==> src/rtl/unidad_resolucion_salto.sv <==
// rtl/unidad_resolucion_salto.sv - EX-stage branch resolver with registered redirect and multi-cycle flush
// Optional UNIDAD_SALTO_PERF_EN adds the cnt_saltos/cnt_fallos performance counters.
module unidad_resolucion_salto #(
    parameter int XLEN         = 32,
    parameter int FLUSH_CYCLES = 2
) (
    input  logic            clk,
    input  logic            rst_n,
    input  logic            br_valid,
    output logic            br_ready,
    input  logic [2:0]      funct3,
    input  logic            igual,
    input  logic            menor,
    input  logic            menor_u,
    input  logic [XLEN-1:0] pc,
    input  logic [XLEN-1:0] imm,
    input  logic            pred_taken,
    output logic            taken,
    output logic            mispredict,
    output logic [XLEN-1:0] redirect_pc,
    output logic            flush,
    output logic            illegal
`ifdef UNIDAD_SALTO_PERF_EN
    ,
    output logic [31:0]     cnt_saltos,
    output logic [31:0]     cnt_fallos
`endif
);

    typedef enum logic {
        IDLE  = 1'b0,
        FLUSH = 1'b1
    } state_t;

    state_t     state_q, state_d;
    logic [3:0] fcnt_q, fcnt_d;

    logic            transfer;
    logic            dir;
    logic            es_ilegal;
    logic            fallo;
    logic [XLEN-1:0] destino;

    assign transfer = br_valid & br_ready;

    always_comb begin
        dir       = 1'b0;
        es_ilegal = 1'b0;
        case (funct3)
            3'b000:  dir = igual;
            3'b001:  dir = ~igual;
            3'b100:  dir = menor;
            3'b101:  dir = ~menor;
            3'b110:  dir = menor_u;
            3'b111:  dir = ~menor_u;
            default: es_ilegal = 1'b1;
        endcase
    end

    // Illegal encodings resolve not-taken and can never trigger a redirect.
    assign fallo   = ~es_ilegal & (dir != pred_taken);
    assign destino = dir ? (pc + imm) : (pc + XLEN'(4));

    always_ff @(posedge clk or negedge rst_n) begin
        if (!rst_n) begin
            state_q <= IDLE;
            fcnt_q  <= 4'd0;
        end else begin
            state_q <= state_d;
            fcnt_q  <= fcnt_d;
        end
    end

    always_comb begin
        state_d  = state_q;
        fcnt_d   = fcnt_q;
        br_ready = 1'b1;
        flush    = 1'b0;
        case (state_q)
            IDLE: begin
                if (transfer && fallo) begin
                    state_d = FLUSH;
                    fcnt_d  = 4'(FLUSH_CYCLES - 1);
                end
            end
            FLUSH: begin
                br_ready = 1'b0;
                flush    = 1'b1;
                if (fcnt_q == 4'd0) begin
                    state_d = IDLE;
                end else begin
                    fcnt_d = fcnt_q - 4'd1;
                end
            end
            default: begin
                state_d = IDLE;
                fcnt_d  = 4'd0;
            end
        endcase
    end

    // taken/redirect_pc hold between transfers; mispredict/illegal are pulses.
    always_ff @(posedge clk or negedge rst_n) begin
        if (!rst_n) begin
            taken       <= 1'b0;
            mispredict  <= 1'b0;
            illegal     <= 1'b0;
            redirect_pc <= '0;
        end else begin
            mispredict <= 1'b0;
            illegal    <= 1'b0;
            if (transfer) begin
                taken       <= dir;
                mispredict  <= fallo;
                illegal     <= es_ilegal;
                redirect_pc <= destino;
            end
        end
    end

`ifdef UNIDAD_SALTO_PERF_EN
    always_ff @(posedge clk or negedge rst_n) begin
        if (!rst_n) begin
            cnt_saltos <= 32'd0;
            cnt_fallos <= 32'd0;
        end else if (transfer) begin
            if (!es_ilegal) begin
                cnt_saltos <= cnt_saltos + 32'd1;
            end
            if (fallo) begin
                cnt_fallos <= cnt_fallos + 32'd1;
            end
        end
    end
`endif

endmodule

==> config.mk <==
export PLATFORM = sky130hd
export DESIGN_NAME = unidad_resolucion_salto
export DESIGN_NICKNAME = d
export VERILOG_FILES = /design/src/rtl/unidad_resolucion_salto.sv
export SDC_FILE = /design/constraint.sdc
export NUM_CORES = 1
export LEC_CHECK = 0
export CELL_PAD_IN_SITES_DETAIL_PLACEMENT = 1
export CELL_PAD_IN_SITES_GLOBAL_PLACEMENT = 1
export CORE_MARGIN = 2
export CORE_UTILIZATION = 35
export CTS_CLUSTER_DIAMETER = 200
export DETAILED_ROUTE_END_ITERATION = 6
export PLACE_DENSITY_LB_ADDON = 0.1
export SETUP_SLACK_MARGIN = 0.02
export SYNTH_ARGS = -nofsm -noshare
export SYNTH_HDL_FRONTEND = slang
export SYNTH_SLANG_ARGS = --single-unit
==> constraint.sdc <==
create_clock -name clk -period 1.8 [get_ports clk]
set_input_delay 0.18 -clock clk [delete_from_list [all_inputs] [get_ports clk]]
set_output_delay 0.18 -clock clk [all_outputs]
set_load 0.02 [all_outputs]
; After elaboration in Yosys (flattened, before gate mapping)
; Index checks and enable logic that the tools add are counted.
; Widths: inputs -> output; s select.
[totals]
regBits = 40
inputBits = 74
out_inout_bits = 37
wordCells = 41
[classes]
n_addsub = 3
eq_ne = 8
mux = 13
n_bitwise = 6
n_reduce_logical = 5
[op_table]
columns = cell, n
row1 = $add 32x3->32 const B, 1
row2 = $add 32x32->32, 1
row3 = $mux 32, 1
row4 = $eq 3x3->1 const B, 4
row5 = $mux 4, 2
row6 = $pmux 4 s2, 1
row7 = $mux 1, 7
row8 = $pmux 1 s6, 1
row9 = $reduce_or 6->1, 1
row10 = $logic_not 4->1, 1
row11 = $ne 2x2->1 const B, 2
row12 = $not 1->1, 4
row13 = $sub 4x1->4 const B, 1
row14 = $eq 3x1->1 const B, 1
row15 = $logic_not 3->1, 1
row16 = $and 1x1->1, 2
row17 = $pmux 1 s2, 1
row18 = $reduce_and 2->1, 1
row19 = $logic_and 1x1->1, 1
row20 = $ne 1x1->1, 1

; Logic depth before layout (Yosys ltp)
[logic_depth]
depth_word = 7
depth_mapped = 11
mapped_depth_nobuf = 11

; Worst setup path before layout
; No wires, ideal clock.
[synth_path]
path_kind = input-to-reg
start = input pc[0]
end = register redirect_pc[26]
setup_time_ps = 139
arrival_ps = 2339
slack_ps = -678
cell_stages = 11
path_cell_list = ha_1 fa_1 a211oi_1 o21a_1 o221ai_2 a311oi_1 nor3_1 a211oi_2 o21ai_1 xnor2_1 o221ai_1
[synth_between]
elab_chain_len = 2
[synth_lines]
columns = item, line
row1 = "start, declared", 15  ; input logic [XLEN-1:0] pc,
row2 = $add 32x3->32 or $add 32x32->32 (tied branches), 62  ; assign destino = dir ? (pc + imm) : (pc + XLEN'(4));
row3 = $mux 32 (*), 62
row4 = "end signal, assigned", 116  ; redirect_pc <= destino;
row5 = "end, declared", 20  ; output logic [XLEN-1:0] redirect_pc,
; Every way passes the cells marked *; elsewhere a longest branch is shown, timed or not.
; A chain may end at the register's enable or synchronous reset.

; Final worst setup path
[layout_path]
start = input pc[0]
end = register redirect_pc[22]
; Same word-level chain as after synthesis.

==> flow_summary.json <==
{
  "worst_slew_pin_slew_ns": 0.726,
  "postSynthCellCount": 508,
  "place_hpwl_mm": 13.9,
  "placementRows": 38,
  "dieArea_um2": 12100,
  "final-hold-violation-count": 0,
  "final_common_cell": "buf_4",
  "fmax_ghz": 0.366,
  "synth_edf_count": 0,
  "insertion_delay_ns": 0.30,
  "cp_max_fo": 3,
  "synthTopCellsByArea": "dfrtp_1 (25%), ha_1 (10%), nand2_1 (7.1%), a21oi_1 (7.1%), xnor2_1 (6.0%)",
  "final_nets": 900,
  "synth_ff_type": "dfrtp_1",
  "antenna_left": 0,
  "path_class": "input pin to register",
  "final_util_pct": 69.4,
  "synth_top_area_share_pct": 25.4,
  "routabilityCongestion": 0.909,
  "relSlewSlack_pct": 51.6,
  "vdd_drop_max_v": 0.000869,
  "syn_nets": 616,
  "cp_slowest_cell": "a211oi_4",
  "dr.pass1.iters": 6,
  "worstSetupStartpointType": "input pin",
  "dp_slack_ns": -1.34,
  "finClkSkew_ns": 0.0126,
  "core-area_um2": 10900,
  "finalPower_w": 0.00753,
  "vias": 6039,
  "finalCritPeriodShare_pct": 152,
  "clockBufferDepth": 2,
  "pin_count": 111,
  "setup_slack_ns": -0.936,
  "cts_tree": "built",
  "portBuffers": 110,
  "hold_path.class": "input pin to register",
  "critPathTopFamily": "compound AO/OA/AOI/OAI gates",
  "routed_wl_mm": 27.3,
  "cts_made_buffers": 5,
  "min_period_ns": 2.74,
  "synthDistinctLibCells": 51,
  "cts_sinks": 40,
  "grt-ovfl-total": 0,
  "required_ns": 1.96,
  "area_growth_pct": 92.2,
  "drt-initial-drc-count": 501,
  "drc": 0,
  "drive_above_1_share_pct": 41.4,
  "p_per_area_nw_per_um2": 993,
  "ys_ff_latch": 40,
  "status": "finished, violations left",
  "cpPeakStageDelay_ns": 0.45,
  "die_h_um": 110,
  "antenna_found_initial": 0,
  "clock-root-buffer": "clkbuf_16",
  "violations": "setup timing",
  "rsz0062_at_grt": "true",
  "yosysWarningCount": 0,
  "yosys.area.top_type": "dfrtp_1",
  "ys_seq_area_share_pct": 25.4,
  "slew_viol_final": 0,
  "p_leak_nw": 3.37,
  "finalSetupViolations": 26,
  "fin_area_um2": 7590,
  "initial_core_util_pct": 36.1,
  "grt_pass1_vias": 6175,
  "synth_async_sr_flop_share_pct": 100,
  "syn-cell-area_um2": 3950,
  "antenna_cells": 0,
  "htree_levels": 2,
  "mostFrequentLayoutCells": "buf_4 (160), clkdlybuf4s50_1 (71), nand2_1 (70), dfrtp_1 (40), nor2_1 (35)",
  "wl_per_cell_um": 29.3,
  "crit_buf_inv": 3,
  "arrival_ns": 2.89,
  "clkTransAtPathRegs_ns": 0.07,
  "vias_per_cell": 6.47,
  "dieWidth_um": 110,
  "grt_util_all_layers_pct": 35.1,
  "holdWs_ns": 0.188,
  "grt_max_degree": 52,
  "crit_path_end_kind": "register",
  "syn_avg_cell_area_um2": 7.77,
  "grt_first_pass_wirelength_mm": 32.2,
  "path_cells": "buf_8 > ha_4 > fa_2 > a211oi_4 > o21a_2 > o221ai_4 > a311oi_2 > nor3_2 > a211oi_2 > buf_4 > buf_6 > nor2_4 > a21oi_2 > o31ai_1",
  "maxCapViolCount": 0,
  "placed_cell_area_um2": 6490
}
[synth_stat cells, types with 2 or more instances]
cell type and instances:
nor3_1 10, o22ai_1 2, o221ai_1 5, a21o_1 12
or3_1 5, o21ai_1 2, nand2b_1 7, inv_1 13
a21oi_1 56, a31oi_1 8, and4_1 2, nor2b_1 4
xnor2_1 27, clkbuf_1 16, and3_1 11, nor2_1 39
nand4b_1 3, nand2_1 75, o21ai_0 40, dfrtp_1 40
o31ai_1 6, xor2_1 27, a211oi_1 2, nand3_1 18
nand4_1 8, o31a_1 2, o211ai_1 6, ha_1 33
o21a_1 4, a311oi_1 2, mux2i_1 3
[area by class of cell]
cell class | count | area, um^2
Multi-Input combinational cell | 438 | 3630
Fill cell | 1206 | 3350
Sequential cell | 40 | 1000
Timing Repair Buffer | 294 | 2560
Clock buffer | 5 | 125
Clock inverter | 3 | 46.3
Tap cell | 140 | 175
Inverter | 13 | 48.8
[power by group]
group          leakage (nW)  switching (W)  total [W]  internal, W
Combinational          2.79        0.00266    0.00472      0.00206
Sequential            0.491       0.000367    0.00168      0.00132
Clock                0.0804       0.000470    0.00113     0.000662
[path summary, 6_finish.rpt]
check / slack, ns / cells past startpoint / to / start
setup / recovery: -0.94 / 14 / redirect_pc[22]$_DFFE_PN0P_ / pc[0]
hold / removal: 0.19 / 3 / redirect_pc[1]$_DFFE_PN0P_ / pc[1]
setup reg to reg: -0.03 / 6 / fcnt_q[0]$_DFFE_PN0P_ / state_q$_DFF_PN0_
hold reg to reg: 0.53 / 2 / taken$_DFFE_PN0P_ / taken$_DFFE_PN0P_
max in group asynchronous: 0.69 / 3 / redirect_pc[13]$_DFFE_PN0P_ / rst_n
min in group asynchronous: 0.47 / 2 / redirect_pc[9]$_DFFE_PN0P_ / rst_n
[registers in the layout (all words and copies together), names as in the netlist]
name	cells
fcnt_q	4
taken	1
state_q	1
illegal	1
redirect_pc	32
mispredict	1
[timing repair]
action,in CTS,in global routing
hold buffers,1,0
endpoints found under the hold margin,25,0
buffers inserted,18,13
setup endpoints to repair,35,36
pin swaps,60,81
gates cloned,1,0
gates resized for setup,142,117
[metal layers]
layer	vias to the layer above	wire [um]	track usage, %
li1	2410	-	-
met1	2939	9130	37.3
met2	468	13600	65.2
met3	220	2110	6.29
met4	2	2420	19.4
met5	-	51	0
[per-stage QoR]
step / TNS (ns) / cells
floorplan: -3.08 / 508
global placement: -24.12 / 896
detailed placement: -28.98 / 896
CTS: -8.11 / 924
global route: -17.45 / 933
finish: -13.77 / 933
[kinds of logic (layout without fill, tap and decap cells)]
kind of cell,Yosys count,in the layout,synth area share (%)
compound gates,158,158,24.9
xor+xnor,54,54,12.0
fa+ha+maj,34,34,11.0
buf+inv,30,315,2.88
flops,40,40,25.4
mux,4,4,1.14
simple gates,188,188,22.7
[tightest hold or removal path: stages]
cell and delay [ns]:
buf_8 0.11, nand2_1 0.06, a31oi_1 0.09
No activity file was read; power rests on OpenSTA's default activity.
==> patch (config.mk and constraints unchanged) <==
Put one more register stage on the output `redirect_pc`, with the module's reset. The value now appears one clock later. The other outputs are not delayed to match.
--- a/src/rtl/unidad_resolucion_salto.sv
+++ b/src/rtl/unidad_resolucion_salto.sv
@@ -31,6 +31,8 @@
         IDLE  = 1'b0,
         FLUSH = 1'b1
     } state_t;
+
+    logic [XLEN-1:0] redirect_pc_s0;
 
     state_t     state_q, state_d;
     logic [3:0] fcnt_q, fcnt_d;
@@ -105,7 +107,7 @@
             taken       <= 1'b0;
             mispredict  <= 1'b0;
             illegal     <= 1'b0;
-            redirect_pc <= '0;
+            redirect_pc_s0 <= '0;
         end else begin
             mispredict <= 1'b0;
             illegal    <= 1'b0;
@@ -113,7 +115,7 @@
                 taken       <= dir;
                 mispredict  <= fallo;
                 illegal     <= es_ilegal;
-                redirect_pc <= destino;
+                redirect_pc_s0 <= destino;
             end
         end
     end
@@ -134,5 +136,13 @@
     end
 `endif
 
+    always_ff @(posedge clk or negedge rst_n) begin
+        if (!rst_n) begin
+            redirect_pc <= '0;
+        end else begin
+            redirect_pc <= redirect_pc_s0;
+        end
+    end
+
 endmodule
 
Check against the original RTL: not equivalent (a bounded check fails within 4 cycles, from zero or initial values and one cycle with rst_n low).
==> patch against the unedited design <==
- the run still ends with setup timing left
- core utilization fell by 3.2 points
- count of clock-buffer cells in the layout rose by 6
- first-iteration DRC count fell by 26%
- area after synthesis rose by 23%
- worst setup slack improved by 67 ps
- wire length fell by 11%
- sequential cell count rose by 32
- clock power rose by 88%
- final area rose by 20%
- power rose by 27%
==> patch: results (changes against the unedited design) <==
status=finished, violations left; failing checks=setup timing; H-Tree Depth=3 (+1); r2r setup slk=80 ps (+110 ps); CP max stage cell=or4_4; first-pass GRT wire length=34780 um (+7.9%); Fin Hold WS=128.8 ps (-58.79 ps); CP arrival=2880 ps (about the same); FF-to-FF End=fcnt_q[3]; worst-case reg-to-reg path depth=7 (+1); final wirelength=24350 um (-11%); register area share after synthesis=37.01% (+12 points); CTS clk-pin slew, worst paths=50 ps (-20 ps); dpl ws=-1575 ps (-237.7 ps); hpwl dp=14520 um (+4.2%); clk_lat worst skew=340 ps (+40 ps); CP max FO=3 (unchanged); CTS root buf=clkbuf_16; fillers=1506 (+25%); routed vias/inst=5.607 (-13%); biggest regs=redirect_pc (32), redirect_pc_s0 (32), fcnt_q (4); Final setup viols=24 (-7.7%); ant diodes=0 (unchanged); Syn. warnings=0 (unchanged); largest net degree at the start of global routing=73 (+40%); Max Root-Sink Buffers=2 (unchanged); drt pass-1 iters=5 (-1); leakage power=4.058 nW (+21%); Hold/Removal Path Class=in2reg; Cell Area, Placed=7511 um^2 (+16%); Critical Path Sink=redirect_pc_s0[24]; CP max stage delay=520 ps (+70 ps); Synth area leaders=dfrtp_1, ha_1, a21oi_1; CP Launch Point=imm[0]; fraction of layout cells with a size suffix above 1=39.98% (-1.4 points); setup ws final=-868.7 ps (+66.96 ps); family with the most delay on the worst path=compound AO/OA/AOI/OAI gates; GRT Total Usage=30.85% (-4.3 points); clock buffer count from CTS=9 (+4); initial DRC count=369 (-26%); top post-synthesis cells by count=dfrtp_1, nand2_1, a21oi_1; reg-to-reg critical path startpoint=fcnt_q[0]; fin nets=976 (+8.4%); maximum VDD drop=0.5977 mV (-31%); syn nets=676 (+9.7%); Placer Congestion=0.8798 (-3.2%); Clock Skews=7.765 ps (-4.856 ps); Fin Setup TNS=-11470 ps (+2303 ps); Yosys cell types=51 (unchanged); worst slew pin tran=459.7 ps (-266.0 ps); Hold Crit Start=pc[0]; vias in the first global route=6293 (+1.9%)
patch: cell types whose count changed after synthesis, sizes merged, moves of 5 or more:
cell and delta:
inv +5, clkbuf +6, a22oi +6, dfrtp +32, nand2 -5, o221ai -5
o21a -5, xor2 -5, o21bai +5, nand3 +8
patch: how the worst min path moves through the flow:
stage	end	cells after the start
after floorplan	fcnt_q[0]	0
after global placement	redirect_pc[1]	2
after detailed placement	redirect_pc[2]	2
after CTS	redirect_pc_s0[0]	3
after global routing	redirect_pc_s0[0]	3
final	redirect_pc_s0[0]	3
patch: report_power, final:
part / leakage [nW] / internal (mW) / switching [mW]
sequential: 0.880 / 2.38 / 0.451
clock: 0.172 / 1.43 / 0.692
combinational: 3.01 / 2.20 / 2.44
total: 4.06 / 6.01 / 3.58
patch: kinds of logic (layout without fill, tap and decap cells):
group	after synthesis	in the layout	share of synthesized area, %
AND/OR/NAND/NOR	199	199	19.22
XOR/XNOR	49	49	8.815
buffers and inverters	41	346	3.161
flip-flops	72	72	37.01
multiplexers	7	7	1.439
adder cells (fa/ha/maj)	34	34	8.892
AO/OA/AOI/OAI	166	166	21.46
patch: stage by stage:
stage,util (%),std cells
6_report,66.22,1053
5_1_grt,66.22,1053
4_1_cts,63.16,1043
3_5_place_dp,54.75,1005
3_3_place_gp,54.75,1005
2_1_floorplan,-,568
patch: metal layers:
metal,vias up,global-route usage [%],routed length (um)
met1,2943,39.38,9789
met4,0,11.42,987
li1,2655,-,-
met2,229,54.64,12420
met3,77,2.247,1149
met5,-,0,0
patch: final cells by class:
class                           instances  area, um^2  share of cell area [%]
Timing Repair Buffer                  312        2738                   30.13
Clock inverter                          5       102.6                   1.129
Multi-Input combinational cell        455        3897                   42.90
Clock buffer                           11       252.7                   2.782
Tap cell                              180       225.2                   2.479
Sequential cell                        72        1802                   19.83
Inverter                               18       67.56                  0.7437
patch: tightest hold or removal path, stage by stage:
cell and delay (ps):
buf_6 100, nand2_1 60, a31oi_1 70
patch: timing repair:
action                                  4_1_cts  5_1_grt
hold buffers                                  1        0
hold endpoints to repair                     72        0
pin swaps                                    60       55
setup buffers                                31       17
gates resized for setup                     210       68
endpoints found under the setup margin       30       31
